--- src/rtl/demux8_stream.sv ---
// demux8_stream: 1-to-8 routing demultiplexer for a valid/ready stream.
//
// Each accepted word carries a 3-bit destination tag and is delivered to
// exactly one of eight consumer channels. Storage is a main register plus
// a skid register, so the block sustains one word per cycle. Words leave
// in the order they were accepted, and all outputs come from registers.
// A stalled head word blocks every later word, whichever channel it targets.
//
// Parameters:
//   WIDTH      data word width in bits
// Ports:
//   clk        clock, rising edge
//   rst        asynchronous active-high reset
//   in_valid   producer has a word
//   in_ready   block can accept a word this cycle
//   in_data    word to route
//   in_sel     destination channel 0..7, sampled on accept
//   out_valid  one-hot; bit i set means channel i holds the head word
//   out_ready  per-channel accept; only the addressed bit matters
//   out_data   head word, shared by all channels
//   occupancy  number of buffered words (0..2)
// Optional build macro DEMUX8_STREAM_STATS_EN adds:
//   stat_sel   selects one of the eight delivery counters
//   stat_count 16-bit wrapping count of pops delivered to that channel
module demux8_stream #(
    parameter int WIDTH = 8
) (
    input  logic             clk,
    input  logic             rst,
    input  logic             in_valid,
    output logic             in_ready,
    input  logic [WIDTH-1:0] in_data,
    input  logic [2:0]       in_sel,
    output logic [7:0]       out_valid,
    input  logic [7:0]       out_ready,
    output logic [WIDTH-1:0] out_data,
`ifdef DEMUX8_STREAM_STATS_EN
    input  logic [2:0]       stat_sel,
    output logic [15:0]      stat_count,
`endif
    output logic [1:0]       occupancy
);

    typedef enum logic [1:0] {
        EMPTY = 2'd0,
        ONE   = 2'd1,
        TWO   = 2'd2
    } state_t;

    state_t           state;
    state_t           state_nxt;
    logic [WIDTH-1:0] main_data;
    logic [2:0]       main_sel;
    logic [WIDTH-1:0] skid_data;
    logic [2:0]       skid_sel;
    logic             main_valid;
    logic             skid_valid;
    logic             accept;
    logic             pop;
    logic             load_main_in;
    logic             load_main_skid;
    logic             load_skid;

    // Entry validity follows directly from the occupancy state.
    assign main_valid = (state != EMPTY);
    assign skid_valid = (state == TWO);

    assign in_ready  = ~skid_valid & ~rst;
    assign accept    = in_valid & in_ready;
    assign pop       = main_valid & out_ready[main_sel];
    assign out_valid = main_valid ? (8'b1 << main_sel) : 8'h00;
    assign out_data  = main_data;
    assign occupancy = {1'b0, main_valid} + {1'b0, skid_valid};

    always_ff @(posedge clk or posedge rst) begin
        if (rst) begin
            state <= EMPTY;
        end else begin
            state <= state_nxt;
        end
    end

    always_comb begin
        state_nxt      = state;
        load_main_in   = 1'b0;
        load_main_skid = 1'b0;
        load_skid      = 1'b0;
        case (state)
            EMPTY: begin
                if (accept) begin
                    load_main_in = 1'b1;
                    state_nxt    = ONE;
                end
            end
            ONE: begin
                if (accept && pop) begin
                    // Head leaves and the new word takes its place.
                    load_main_in = 1'b1;
                end else if (accept) begin
                    load_skid = 1'b1;
                    state_nxt = TWO;
                end else if (pop) begin
                    state_nxt = EMPTY;
                end
            end
            TWO: begin
                // in_ready is low here, so only a pop can happen.
                if (pop) begin
                    load_main_skid = 1'b1;
                    state_nxt      = ONE;
                end
            end
            default: state_nxt = EMPTY;
        endcase
    end

    // Data registers are cleared on reset so out_data reads 0 during reset.
    always_ff @(posedge clk or posedge rst) begin
        if (rst) begin
            main_data <= '0;
            main_sel  <= '0;
            skid_data <= '0;
            skid_sel  <= '0;
        end else begin
            if (load_main_in) begin
                main_data <= in_data;
                main_sel  <= in_sel;
            end else if (load_main_skid) begin
                main_data <= skid_data;
                main_sel  <= skid_sel;
            end
            if (load_skid) begin
                skid_data <= in_data;
                skid_sel  <= in_sel;
            end
        end
    end

`ifdef DEMUX8_STREAM_STATS_EN
    logic [15:0] stat_cnt [8];

    // One wrapping delivery counter per channel, bumped on each pop.
    always_ff @(posedge clk or posedge rst) begin
        if (rst) begin
            for (int i = 0; i < 8; i++) begin
                stat_cnt[i] <= 16'h0000;
            end
        end else if (pop) begin
            stat_cnt[main_sel] <= stat_cnt[main_sel] + 16'h0001;
        end
    end

    assign stat_count = stat_cnt[stat_sel];
`endif

endmodule

--- config.mk ---
export PLATFORM = sky130hd
export DESIGN_NAME = demux8_stream
export DESIGN_NICKNAME = d
export VERILOG_FILES = /design/src/rtl/demux8_stream.sv
export SDC_FILE = /design/constraint.sdc
export NUM_CORES = 1
export LEC_CHECK = 0
export BUFFER_PORTS_ARGS = -buffer_cell sky130_fd_sc_hd__buf_2
export CAP_MARGIN = 20
export CORE_ASPECT_RATIO = 1.75
export CORE_MARGIN = 2
export CORE_UTILIZATION = 35
export CTS_BUF_LIST = sky130_fd_sc_hd__clkbuf_4 sky130_fd_sc_hd__clkbuf_8
export DETAILED_ROUTE_END_ITERATION = 10
export PLACE_DENSITY_LB_ADDON = 0.12
export SKIP_CTS_REPAIR_TIMING = 1
export SLEW_MARGIN = 20
export SYNTH_ARGS = -nofsm -noshare
export SYNTH_HDL_FRONTEND = slang
export SYNTH_SLANG_ARGS = --single-unit
--- constraint.sdc ---
create_clock -name clk -period 2.9 [get_ports clk]
set_input_delay 0.435 -clock clk [delete_from_list [all_inputs] [get_ports clk]]
set_output_delay 0.435 -clock clk [all_outputs]
set_load 0.01 [all_outputs]
# ---- After elaboration in Yosys (flattened, before gate mapping)
# Index checks and enable logic that the tools add are counted.
dict set report word_totals {
  ff_bits 24
  in_bits 22
}
dict set report classes {
  addsub 1
  n_lt_le_gt_ge 1
  n_eq_ne 6
  n_shift 1
  n_mux 20
  bitwise 5
  reduce_logical 5
}
# operator n
set op_table {}
lappend op_table {{8-bit two-way mux} 3}
lappend op_table {{2-bit two-way mux} 5}
lappend op_table {{1-bit by 3-bit left shift with 8-bit output, first input constant} 1}
lappend op_table {{1-bit two-way mux} 7}
lappend op_table {{3-bit two-way mux} 2}
lappend op_table {{2-bit case mux with 3 select lines} 1}
lappend op_table {{3-bit by 4-bit < comparator with 1-bit output, second input constant} 1}
lappend op_table {{2-bit inequality test, second input constant} 2}
lappend op_table {{4-bit AND reduction} 1}
lappend op_table {{2-bit nonzero test} 2}
lappend op_table {{1-bit bitwise AND} 3}
lappend op_table {{1-bit binary-select mux with 3-bit select} 1}
lappend op_table {{3-bit inequality test, second input constant} 1}
lappend op_table {{1-bit by 1-bit adder with 2-bit output} 1}
lappend op_table {{2-bit by 1-bit == test with 1-bit output, second input constant} 1}
lappend op_table {{2-bit == test, second input constant} 1}
lappend op_table {{2-bit zero test} 1}
lappend op_table {{2-bit by 1-bit inequality test with 1-bit output, second input constant} 1}
lappend op_table {{1-bit inverter} 2}
lappend op_table {{1-bit case mux with 2 select lines} 1}
lappend op_table {{1-bit logical AND} 1}

# ---- Longest topological paths before layout
# Gate-level depths: netlist (run 1).
dict set report logic_depth {
  ltp_word 8
  mapped_depth 7
  depth_no_buf 5
}

# ---- Worst setup path after synthesis (run 1)
# No wires, ideal clock.
dict set report synth_path {
  kind {register to register}
  from {register main_sel[1]}
  to {register skid_data[0]}
  arrival_time_ps 1985
  setup_slack_ps 790
  path_stages_with_launch 8
  path_buffers 3
  synth_period_minus_slack_ps 2110
  cell_sequence {dfrtp_1 -> buf_6 -> mux2_1 -> mux4_2 -> buf_6 -> nand3b_4 -> buf_6 -> mux2_4}
}
dict set report synth_between {
  elab_chain_len 6
}
# item line_no
set synth_lines {}
lappend synth_lines {{start: declaration} 53} ;# logic [2:0] main_sel;
lappend synth_lines {{start signal: assignment} 127} ;# main_sel <= in_sel;
lappend synth_lines {{start signal: assignment} 130} ;# main_sel <= skid_sel;
lappend synth_lines {{1-bit binary-select mux with 3-bit select} 70} ;# assign pop = main_valid & out_ready[main_sel];
lappend synth_lines {{1-bit two-way mux (implied by the code)} 70}
lappend synth_lines {{1-bit bitwise AND} 70}
lappend synth_lines {{1-bit logical AND} 96} ;# if (accept && pop) begin
lappend synth_lines {{1-bit two-way mux} 96}
lappend synth_lines {{1-bit two-way mux} 88} ;# case (state)
lappend synth_lines {{end signal: assignment} 133} ;# skid_data <= in_data;
lappend synth_lines {{end: declaration} 54} ;# logic [WIDTH-1:0] skid_data;
# Every way passes these cells. The select of a mux whose other input is x is not followed.
# A chain may end at the register's enable or synchronous reset.

# ---- Final worst setup path (run 1)
dict set report layout_path {
  from {register main_sel[1]}
  to {register main_sel[2]}
}
dict set report layout_between {
  elab_chain_len 7
  elab_cells_between_ends 10
  cone_classes {mux (7); bitwise (1); reduce/logical (2)}
}
# item line_no
set layout_lines {}
lappend layout_lines {{1-bit binary-select mux with 3-bit select (*)} 70}
lappend layout_lines {{1-bit two-way mux (implied by the code) (*)} 70}
lappend layout_lines {{1-bit bitwise AND (*)} 70}
lappend layout_lines {{1-bit logical AND} 96}
lappend layout_lines {{1-bit two-way mux} 96}
lappend layout_lines {{1-bit case mux with 2 select lines} 88}
lappend layout_lines {{3-bit two-way mux or 2-bit nonzero test (tied branches)} --}
# Every way passes the cells marked *; elsewhere a longest branch is shown, timed or not. The select of a mux whose other input is x is not followed.

==> results of run 1 <==
-- synthesized netlist by cell type, types with 2 or more instances --
cell type  number
buf_2           2
o221a_2        10
clkbuf_1        3
inv_1           5
mux2_4         10
mux4_2          2
a21oi_1         2
mux2_1          3
mux2i_1        10
buf_6           3
mux2_2          3
nand2_1         3
nor3_1          3
nand2b_1        5
nor2_1         29
dfrtp_1        24
-- power by group through the flow --
stage / Sequential [mW] / Combinational (mW) / Clock (mW)
final: 0.648 / 0.939 / 0.296
after global routing: 0.682 / 1.03 / 0.317
after CTS: 0.649 / 0.953 / 0.300
after detailed placement: 0.654 / 0.944 / 0
after global placement: 0.644 / 0.924 / 0
after floorplan: 0.615 / 0.750 / 0
-- critical path: cells and delay by family, from the launching register on --
family                 cells  cell delay (ns)
AO/OA/AOI/OAI              1             0.26
buffers and inverters      1             0.19
flip-flops                 1             0.52
multiplexers               3             1.33
-- routing by layer --
layer,vias to the layer above,share of wire,GRT usage
met5,-,0,0
met4,0,0.0083,0.0550
met3,2,0.039,0.0171
met2,29,0.53,0.285
met1,538,0.42,0.186
li1,533,-,-
-- placed cells by master, fill, tap and decap left out, drive strengths merged, types with 3 or more instances in the layout --
cell / Yosys / routed
nor2: 29 / 29
nor3: 3 / 3
nand2b: 5 / 5
nand2: 3 / 3
clkbuf: 3 / 3
o221a: 10 / 10
inv: 5 / 5
mux2i: 10 / 10
mux2: 16 / 16
dfrtp: 24 / 24
buf: 5 / 46
-- per-stage QoR --
step / worst slack, ns / cells
6_report: 0.484 / 217
5_1_grt: 0.403 / 217
4_1_cts: 0.474 / 217
3_5_place_dp: 0.499 / 213
3_3_place_gp: 0.567 / 213
2_1_floorplan: 0.790 / 127
-- cell families (layout without fill, tap and decap cells) --
kind of cell	after synthesis	after routing	share of synthesized area
flops	24	24	0.424
compound gates	16	16	0.107
simple gates	44	44	0.146
xor+xnor	1	1	0.00618
buf+inv	13	55	0.0521
fa+ha+maj	1	1	0.00883
mux	28	28	0.256
-- worst paths after layout --
kind,start,to,slack [ns]
setup / recovery,main_sel[1],main_sel[2],0.48
hold / removal,rst,out_data[2],0.39
setup reg to reg,main_sel[1],main_sel[2],0.48
hold reg to reg,skid_data[7],skid_data[7],0.52
max in group asynchronous,rst,skid_data[0],1.95
min in group clk,in_data[2],skid_data[2],0.41
-- registers in the layout, indices dropped and copies added (netlist names) --
register   flops
out_data       8
skid_sel       3
main_sel       3
skid_data      8
state          2
-- layout make-up --
class	instances	area (um^2)
clock inverters	1	30.0
repair buffers	46	245
multi-input cells	90	748
well taps	48	60.1
fillers	374	2120
flip-flops and latches	24	601
inverters	5	18.8
clock buffers	3	41.3
==> results.txt, run 1 <==
- Result of the run: complete, no violations
- Die Ht: 88.2 um
- Worst vdd ir: 550 uV
- Final hold violations: 0
* Commonest register cell after synthesis: dfrtp_1
* Cell types occupying the most area after synthesis: dfrtp_1 (42%), mux2_4 (11%), o221a_2 (8.0%), nor2_1 (7.7%), mux2i_1 (7.1%)
- The first global-routing pass estimated 5410 um of wire.
- Seq/Total Area, Yosys: 0.424
* Post-detailed-routing wire length: 3250 um
- Area fraction of the dominant cell type after synthesis: 0.424
* Hpwl dp: 2490 um
- Detailed routing inserted a total of 1102 vias.
- Post-route antenna net violation count: 0
- Each instance of the synthesized netlist takes up on average 11.2 um^2.
* Reg clk slew, reported paths: 0.09 ns
- The die is 52.1 um wide.
- Before antenna repair, the detailed router went through 4 iterations.
- Core Box Area: 0.00387 mm^2
* CTS H-tree depth: 1
* Area growth from synthesis to layout: 23.1%
- In the routed design, unresolved DRC markers number 0.
- For the pin with the worst max-slew slack, the measured transition is 0.917 ns.
- The cell count after synthesis came out at 127.
* Initial core utilization: 0.366
* TritonCTS clock tree: done
- The share of total power dissipated in sequential elements is 0.344.
* Fraction of final layout cells with drive strength greater than 1: 0.462
* Max frequency: 414 MHz
- The first routing iteration left 25 violations.
- Clock latency at the later pin of the worst-skew pair: 0.27 ns
* Wirelength per Cell: 15.0 um
- Worst path slowest cell: mux4_2
* Area of the mapped netlist: 0.00142 mm^2
- Max-cap violations: 0
- Summed negative setup slack over all endpoints: 0 ns
* Unique cell type count in the Yosys netlist: 26
* Depth of the most critical reg-to-reg path: 5
- Of the total power, the clock network draws 0.157.
* Area of all placed cells without fillers: 0.00174 mm^2
- STA puts the critical path data required time at 3.06 ns.
- Internal power comes to 1.21 mW.
* Port-buffer cells: 40
- Across all hold checks on the routed design, the worst slack comes to 0.390 ns.
* Number of buffers on the longest clock path: 2
- The count of final max-slew check failures came to 0.
* Top cell type by total area after synthesis: dfrtp_1
- Worst-case clock skew: 0.00893 ns
- After layout, the minimum clock period comes to 2.42 ns.
- For this run, the share of the core covered by cells in the final layout is 0.451.
* Via count normalized by instance count: 5.08
- The worst pin sits at a relative slew slack of 0.388.
* Static leakage: 0.905 nW
* Area of placed instances: 0.00167 mm^2
* Switching pwr: 0.676 mW
- Antenna diode instance count: 0
* Root buf cell: clkbuf_8
- The via count of the first global-routing pass came to 1174.
* Critical Path, Cell by Cell: mux2_1 > mux4_2 > o21ai_1 > buf_4 > mux2_2
* Power per cell area: 1080 mW/mm^2
* Die area: 0.00459 mm^2
- Post-layout power: 1.88 mW
* Part of the total power dissipated in combinational logic: 0.499
- CP Launch Type: flop
- STA classifies the critical path endpoint as a flop.
- Of the available clock period, the critical path in the final layout requires 0.833.
* CTS sink cnt: 24
- Entering global routing, the biggest net connects 25 pins.
* Clock buffers created by TritonCTS: 3
* Hold crit path type: in -> async
- The critical path in this run is classified as reg -> reg.
- CP Max Fanout: 11
* Setup Viol. Count Final: 0
- Total of flip-flops plus latches after synthesis: 24
- Switching share of power: 0.359
- The number of antenna violations at the first check in global routing was 0.
- Net count of the finished layout: 193
- GR Util All Layers: 0.157
* Peak per-stage delay on the critical path: 0.64 ns
- At the end of routability-driven placement, the weighted congestion stood at 0.738.
- After global routing the overflow that remains totals 0.
* Count of flip-flops with a built-in enable after synthesis: 0
* Total I/O pin count: 41
* Proportion of register bits with asynchronous set or reset after synthesis: 1.00
- Synthesis produced a netlist with a net count of 150.
- WP data arrival: 2.58 ns
- The Yosys step of the flow raised 0 warnings.
- Number of rows created at floorplan: 30
* Setup repair after global routing missed its margin: false
(Power assumes the default switching activity.)
==> inputs of run 2 (changes only) <==
clock period = 2.3 ns   (was 2.9 ns; I/O delays follow)
==> results.txt, run 2 (synthesized netlist as in run 1, its figures left out) <==
* Met1 demand-to-capacity share in global routing: 0.195 (+0.00937)
- The final standard cell utilization of the core is 0.455 (+0.00421).
- On the critical path, the stage with the largest delay is an instance of mux4_2.
- Antenna diode instance count: 0 (unchanged)
- The global-route usage over all layers was 0.160 (+0.00267).
- The average routed wire per standard cell was 15.2 um (+1.4%).
- The first-pass iteration count of the detailed router is 4 (unchanged).
- Total I/O pin count: 41 (unchanged)
- Minimum clock period after layout: 2.15 ns (-0.267 ns)
- The final number of hold-violating endpoints was 0 (unchanged).
- The number of buffers and inverters on the critical path came to 0 (-1).
- Number of pins exceeding their max-slew limit in the final report: 0 (unchanged)
- The run finished with clean final reports.
- Post-route DRC violation count: 0 (unchanged)
* CTS sink cnt: 24 (unchanged)
- Power per cell area: 1360 mW/mm^2 (+26%)
* Final Cycle Share: 0.934 (+0.101)
- GRT Max-Usage Layer: met2
- The width of the die is 52.1 um (unchanged).
- Setup repair after global routing missed its margin: false
- Post-route antenna net violation count: 0 (unchanged)
* Root buf cell: clkbuf_8
- The routed via count is 1105 (+0.27%).
- The number of levels the H-tree was split into came to 1 (unchanged).
* Core Box Area: 0.00387 mm^2 (unchanged)
- The standard-cell row count was 30 (unchanged).
- The number of clock buffers inserted by TritonCTS is 3 (unchanged).
* Kind of critical path: reg -> reg
* Number of global-route vias before repair: 1138 (-3.1%)
- The worst setup path is captured at a flop.
- Family with the most delay on the worst path: multiplexers
- Reg clk slew, reported paths: 0.09 ns (about the same)
- Worst vdd ir: 554 uV (+0.79%)
* Hold slack: 0.145 ns (-0.244 ns)
- Initial DRC Count: 22 (-12%)
- The cell leakage power came to 0.914 nW (+1.0%).
- The critical path required time was 2.45 ns (-0.61 ns).
* Met2 capacity usage during global routing: 0.287 (+0.00115)
- Reg-to-Reg End: skid_data[6]
* Die Ht: 88.2 um (unchanged)
- Largest net degree at the start of global routing: 25 (unchanged)
- Max-cap violations: 0 (unchanged)
- Summed negative setup slack over all endpoints: 0 ns (unchanged)
- The clock tree skew after final layout was 0.00871 ns (-0.000225 ns).
- CP Max Fanout: 11 (unchanged)
- Number of buffers on the longest clock path: 2 (unchanged)
- In this run the worst setup path terminates at skid_data[6].
* Transition time at the pin with the least slew margin: 0.314 ns (-0.603 ns)
- The path depth of the worst reg2reg path was 4 (-1).
- The tightest min-delay check is of the in -> async type.
- Clock latency at the later pin of the worst-skew pair: 0.27 ns (about the same)
- Number of antenna violations at the first check in global routing: 0 (unchanged)
- Number of cells on the critical path: 4 (-1)
- The initial standard-cell utilization of the core came to 0.366 (unchanged).
- Headroom to the max-slew limit: 0.791 (+0.403)
- Hpwl dp: 2500 um (+0.41%)
* Number of fill cells: 372 (-0.53%)
* Area growth from synthesis to layout: 24.3%
- Max frequency: 465 MHz (+12%)
- The critical path starts at main_sel[1].
- The port buffer count was 40 (unchanged).
- The highest cell delay on the worst timing path is 0.52 ns (-0.12 ns).
- The routability congestion estimate came to 0.752 (+1.9%).
- Post-detailed-routing wire length: 3330 um (+2.3%)
* Total overflow reported by the global router: 0 (unchanged)
- The worst setup slack for register-to-register paths came to 0.15 ns (-0.33 ns).
- Most common cell after layout, fill and taps aside: buf_2
- Via count normalized by instance count: 5.05 (-0.64%)
* Area of all sequential standard cells: 602 um^2 (+0.21%)
- Met3 routing resource usage after global routing: 0.0171 (unchanged)
- Most frequent cells in the layout: buf_2 (40), nor2_1 (29), dfrtp_1 (23)
* TritonCTS clock tree: done
* Fraction of final layout cells with drive strength greater than 1: 0.474 (+0.0121)
- The area used by multi-input combinational logic was 748 um^2 (unchanged).
- Net count of the finished layout: 195 (+1.0%)
* CP Launch Type: flop
- Walking the worst path, the cells encountered are mux2_1 > mux4_2 > nand3b_4 > mux2_4.
* Die area: 0.00459 mm^2 (unchanged)
* Post-layout power: 2.39 mW (+27%)
- The final setup violation count was 0 (unchanged).
* WP data arrival: 2.30 ns (-0.28 ns)
- The wire length of the first global-routing pass is 5430 um (+0.39%).
- Reg-to-reg startpoint: main_sel[1]
==> run 2: changes by cell type in the layout (fill, tap and decap cells not counted), sizes merged <==
cell / delta
buf: +2
==> run 2: area by class of cell <==
cell class | count | share of cell area
Clock inverter | 1 | 0.0171
Sequential cell | 24 | 0.342
Clock buffer | 3 | 0.0235
Timing Repair Buffer | 48 | 0.148
Tap cell | 48 | 0.0341
Multi-Input combinational cell | 90 | 0.425
Inverter | 5 | 0.0107
==> run 2: worst min-delay path by stage <==
stage | start | end | slack (ns)
after CTS | rst | out_data[2] | 0.15
after detailed placement | rst | out_data[3] | 0.45
after global placement | rst | state[1] | 0.44
after floorplan | rst | main_sel[0] | 0.36
after global routing | rst | main_sel[2] | 0.17
final | rst | out_data[5] | 0.15
==> run 2: per-layer routing <==
layer / part of all wire / wire (um)
met1: 0.41 / 1370
met2: 0.54 / 1780
met3: 0.044 / 145
met4: 0.0081 / 27
met5: 0 / 0
==> run 2: worst register-to-register path: stages (launching register included) <==
cell and delay (ns):
dfrtp_2 0.48, mux2_1 0.34, mux4_2 0.52, nand3b_4 0.33, mux2_4 0.37
==> run 2: stage by stage <==
stage	std cells	cell area (um^2)	setup WS, ns
finish	219	1760	0.151
global route	219	1760	0.0607
CTS	219	1760	0.0780
detailed placement	215	1690	0.0857
global placement	215	1690	0.168
floorplan	127	1420	0.190
==> run 2: report_power, final <==
group          switching, mW  internal, mW
sequential             0.188         0.626
clock                  0.135         0.233
combinational          0.521         0.685
total                  0.844          1.54
==> inputs of run 3 (changes only) <==
MAX_ROUTING_LAYER = met4   (was default)
RECOVER_POWER = 50   (was default)
==> results.txt, run 3 (synthesized netlist as in run 1, its figures left out) <==
* Result of the run: complete, no violations
* Setup repair after global routing missed its margin: false
- TritonCTS clock tree: done
- The clock insertion delay at the later pin of the skew report came to 0.27 ns (about the same).
* Max frequency: 466 MHz (+0.13%)
- Hpwl dp: 2500 um (unchanged)
- Kind of critical path: reg -> reg
* WP data arrival: 2.30 ns (about the same)
- Post-route DRC violation count: 0 (unchanged)
- The first-pass iteration count of the detailed router was 4 (unchanged).
* Family with the most delay on the worst path: multiplexers
- Number of global-route vias before repair: 1134 (-0.35%)
- The share of final-layout standard cells stronger than drive strength 1 was 0.409 (-0.0643).
- Clock buffers created by TritonCTS: 3 (unchanged)
* Port-buffer cells: 40 (unchanged)
- The cell count after placement came to 215 (unchanged).
- Critical Path End Type: flop
* Number of antenna violations at the first check in global routing: 0 (unchanged)
- Antenna diode instance count: 0 (unchanged)
- The core region area was 0.00387 mm^2 (unchanged).
- The number of buffers between clock root and the deepest sink was 2 (unchanged).
* Required time worst endpoint: 2.46 ns (about the same)
* Root buf cell: clkbuf_8
* Hold crit path type: in -> reg
* Power per cell area: 1360 mW/mm^2 (+0.23%)
- Along the worst hold path, the cell count comes to 2.
- Setup Viol. Count Final: 0 (unchanged)
* Most common cell after layout, fill and taps aside: buf_2
* GR Util All Layers: 0.165 (+0.00516)
- The top cell types in the final layout, fill and taps aside, are buf_2 (30), nor2_1 (29), dfrtp_1 (23).
- Area growth from synthesis to layout: 23.1%
- Reg clk slew, reported paths: 0.09 ns (about the same)
- Number of cells on the critical path: 4 (unchanged)
* Final Cycle Share: 0.933 (-0.00122)
- Critical Path, Cell by Cell: mux2_1 > mux4_2 > nand3b_4 > mux2_4
* Die area: 0.00459 mm^2 (unchanged)
- Worst path slowest cell: mux4_2
- The cell leakage power is 0.876 nW (-4.2%).
* Hold slack: 0.327 ns (+0.182 ns)
* Utilization after layout: 0.451 (-0.00421)
- The path depth of the worst reg2reg path is 4 (unchanged).
- CTS H-tree depth: 1 (unchanged)
- The clock tree skew after final layout came to 0.00827 ns (-0.000438 ns).
* Largest net degree at the start of global routing: 25 (unchanged)
- Number of rows created at floorplan: 30 (unchanged)
- The headroom to the max-slew limit came to 0.121 (-0.670).
- The number of buffers and inverters on the critical path is 0 (unchanged).
- The number of antenna-violating nets in the routed design was 0 (unchanged).
- Via count: 1103 (-0.18%)
- Final hold violations: 0 (unchanged)
- The routability congestion estimate is 0.762 (+1.3%).
- Worst vdd ir: 548 uV (-1.1%)
- The final worst-path setup slack came to 0.154 ns (+0.00281 ns).
- Transition time at the pin with the least slew margin: 1.32 ns (+1.00 ns)
- The post-layout instance count excluding filler cells is 219 (unchanged).
- First-pass GRT wire length: 5440 um (+0.26%)
- Wirelength per Cell: 15.2 um (about the same)
- Net count of the finished layout: 195 (unchanged)
- The number of clock sinks seen by CTS is 24 (unchanged).
* Placement-stage worst setup slack: 0.0857 ns (unchanged)
- Summed negative setup slack over all endpoints: 0 ns (unchanged)
- The width of the die came to 52.1 um (unchanged).
- The I/O pin count is 41 (unchanged).
- Die Ht: 88.2 um (unchanged)
* Peak per-stage delay on the critical path: 0.52 ns (about the same)
- The max-capacitance violation count is 0 (unchanged).
* Via count normalized by instance count: 5.04 (-0.18%)
* CP Launch Type: flop
- Initial core utilization: 0.366 (unchanged)
- The aggregate routed wire length is 3330 um (about the same).
- Minimum clock period after layout: 2.15 ns (-0.00282 ns)
- Initial DRC Count: 20 (-9.1%)
* CP Max Fanout: 11 (unchanged)
- Total overflow reported by the global router: 0 (unchanged)
- Number of pins exceeding their max-slew limit in the final report: 0 (unchanged)
## run 3: cell types whose count changed in the layout (fill, tap and decap cells not counted), sizes merged
cell and change:
buf -11, clkbuf +11
## run 3: final timing paths
check / start / end / slack [ns]
max: main_sel[1] / skid_sel[1] / 0.15
min: in_data[5] / skid_data[5] / 0.33
max reg2reg: main_sel[1] / skid_sel[1] / 0.15
min reg2reg: skid_data[7] / skid_data[7] / 0.52
max in group asynchronous: rst / main_sel[1] / 0.90
min in group asynchronous: rst / main_sel[2] / 0.54
## run 3: per-stage QoR
step | area (um^2) | total power, mW
4_1_cts | 1760 | 2.42
2_1_floorplan | 1420 | 1.72
6_report | 1740 | 2.37
3_5_place_dp | 1690 | 2.04
5_1_grt | 1740 | 2.56
3_3_place_gp | 1690 | 2.00
## run 3: layout make-up
cell class | instances | area (um^2)
clock buffer | 3 | 41.3
clock inverter | 1 | 30.0
fill | 378 | 2120
sequential | 24 | 602
multi-input combinational | 90 | 748
inverter | 5 | 18.8
tap | 48 | 60.1
timing repair buffer | 48 | 244
## run 3: per-layer routing
layer	up-vias	track usage	wire (um)
li1	541	-	-
met1	528	0.197	1380
met2	32	0.287	1770
met3	2	0.0171	153
met4	0	0.0502	27
met5	-	-	0
## run 3: power by group
group	leakage (nW)	switching, mW	total (mW)	internal, mW
clock	0.0357	0.135	0.367	0.232
combinational	0.545	0.523	1.19	0.667
sequential	0.295	0.188	0.814	0.626
total	0.876	0.846	2.37	1.53
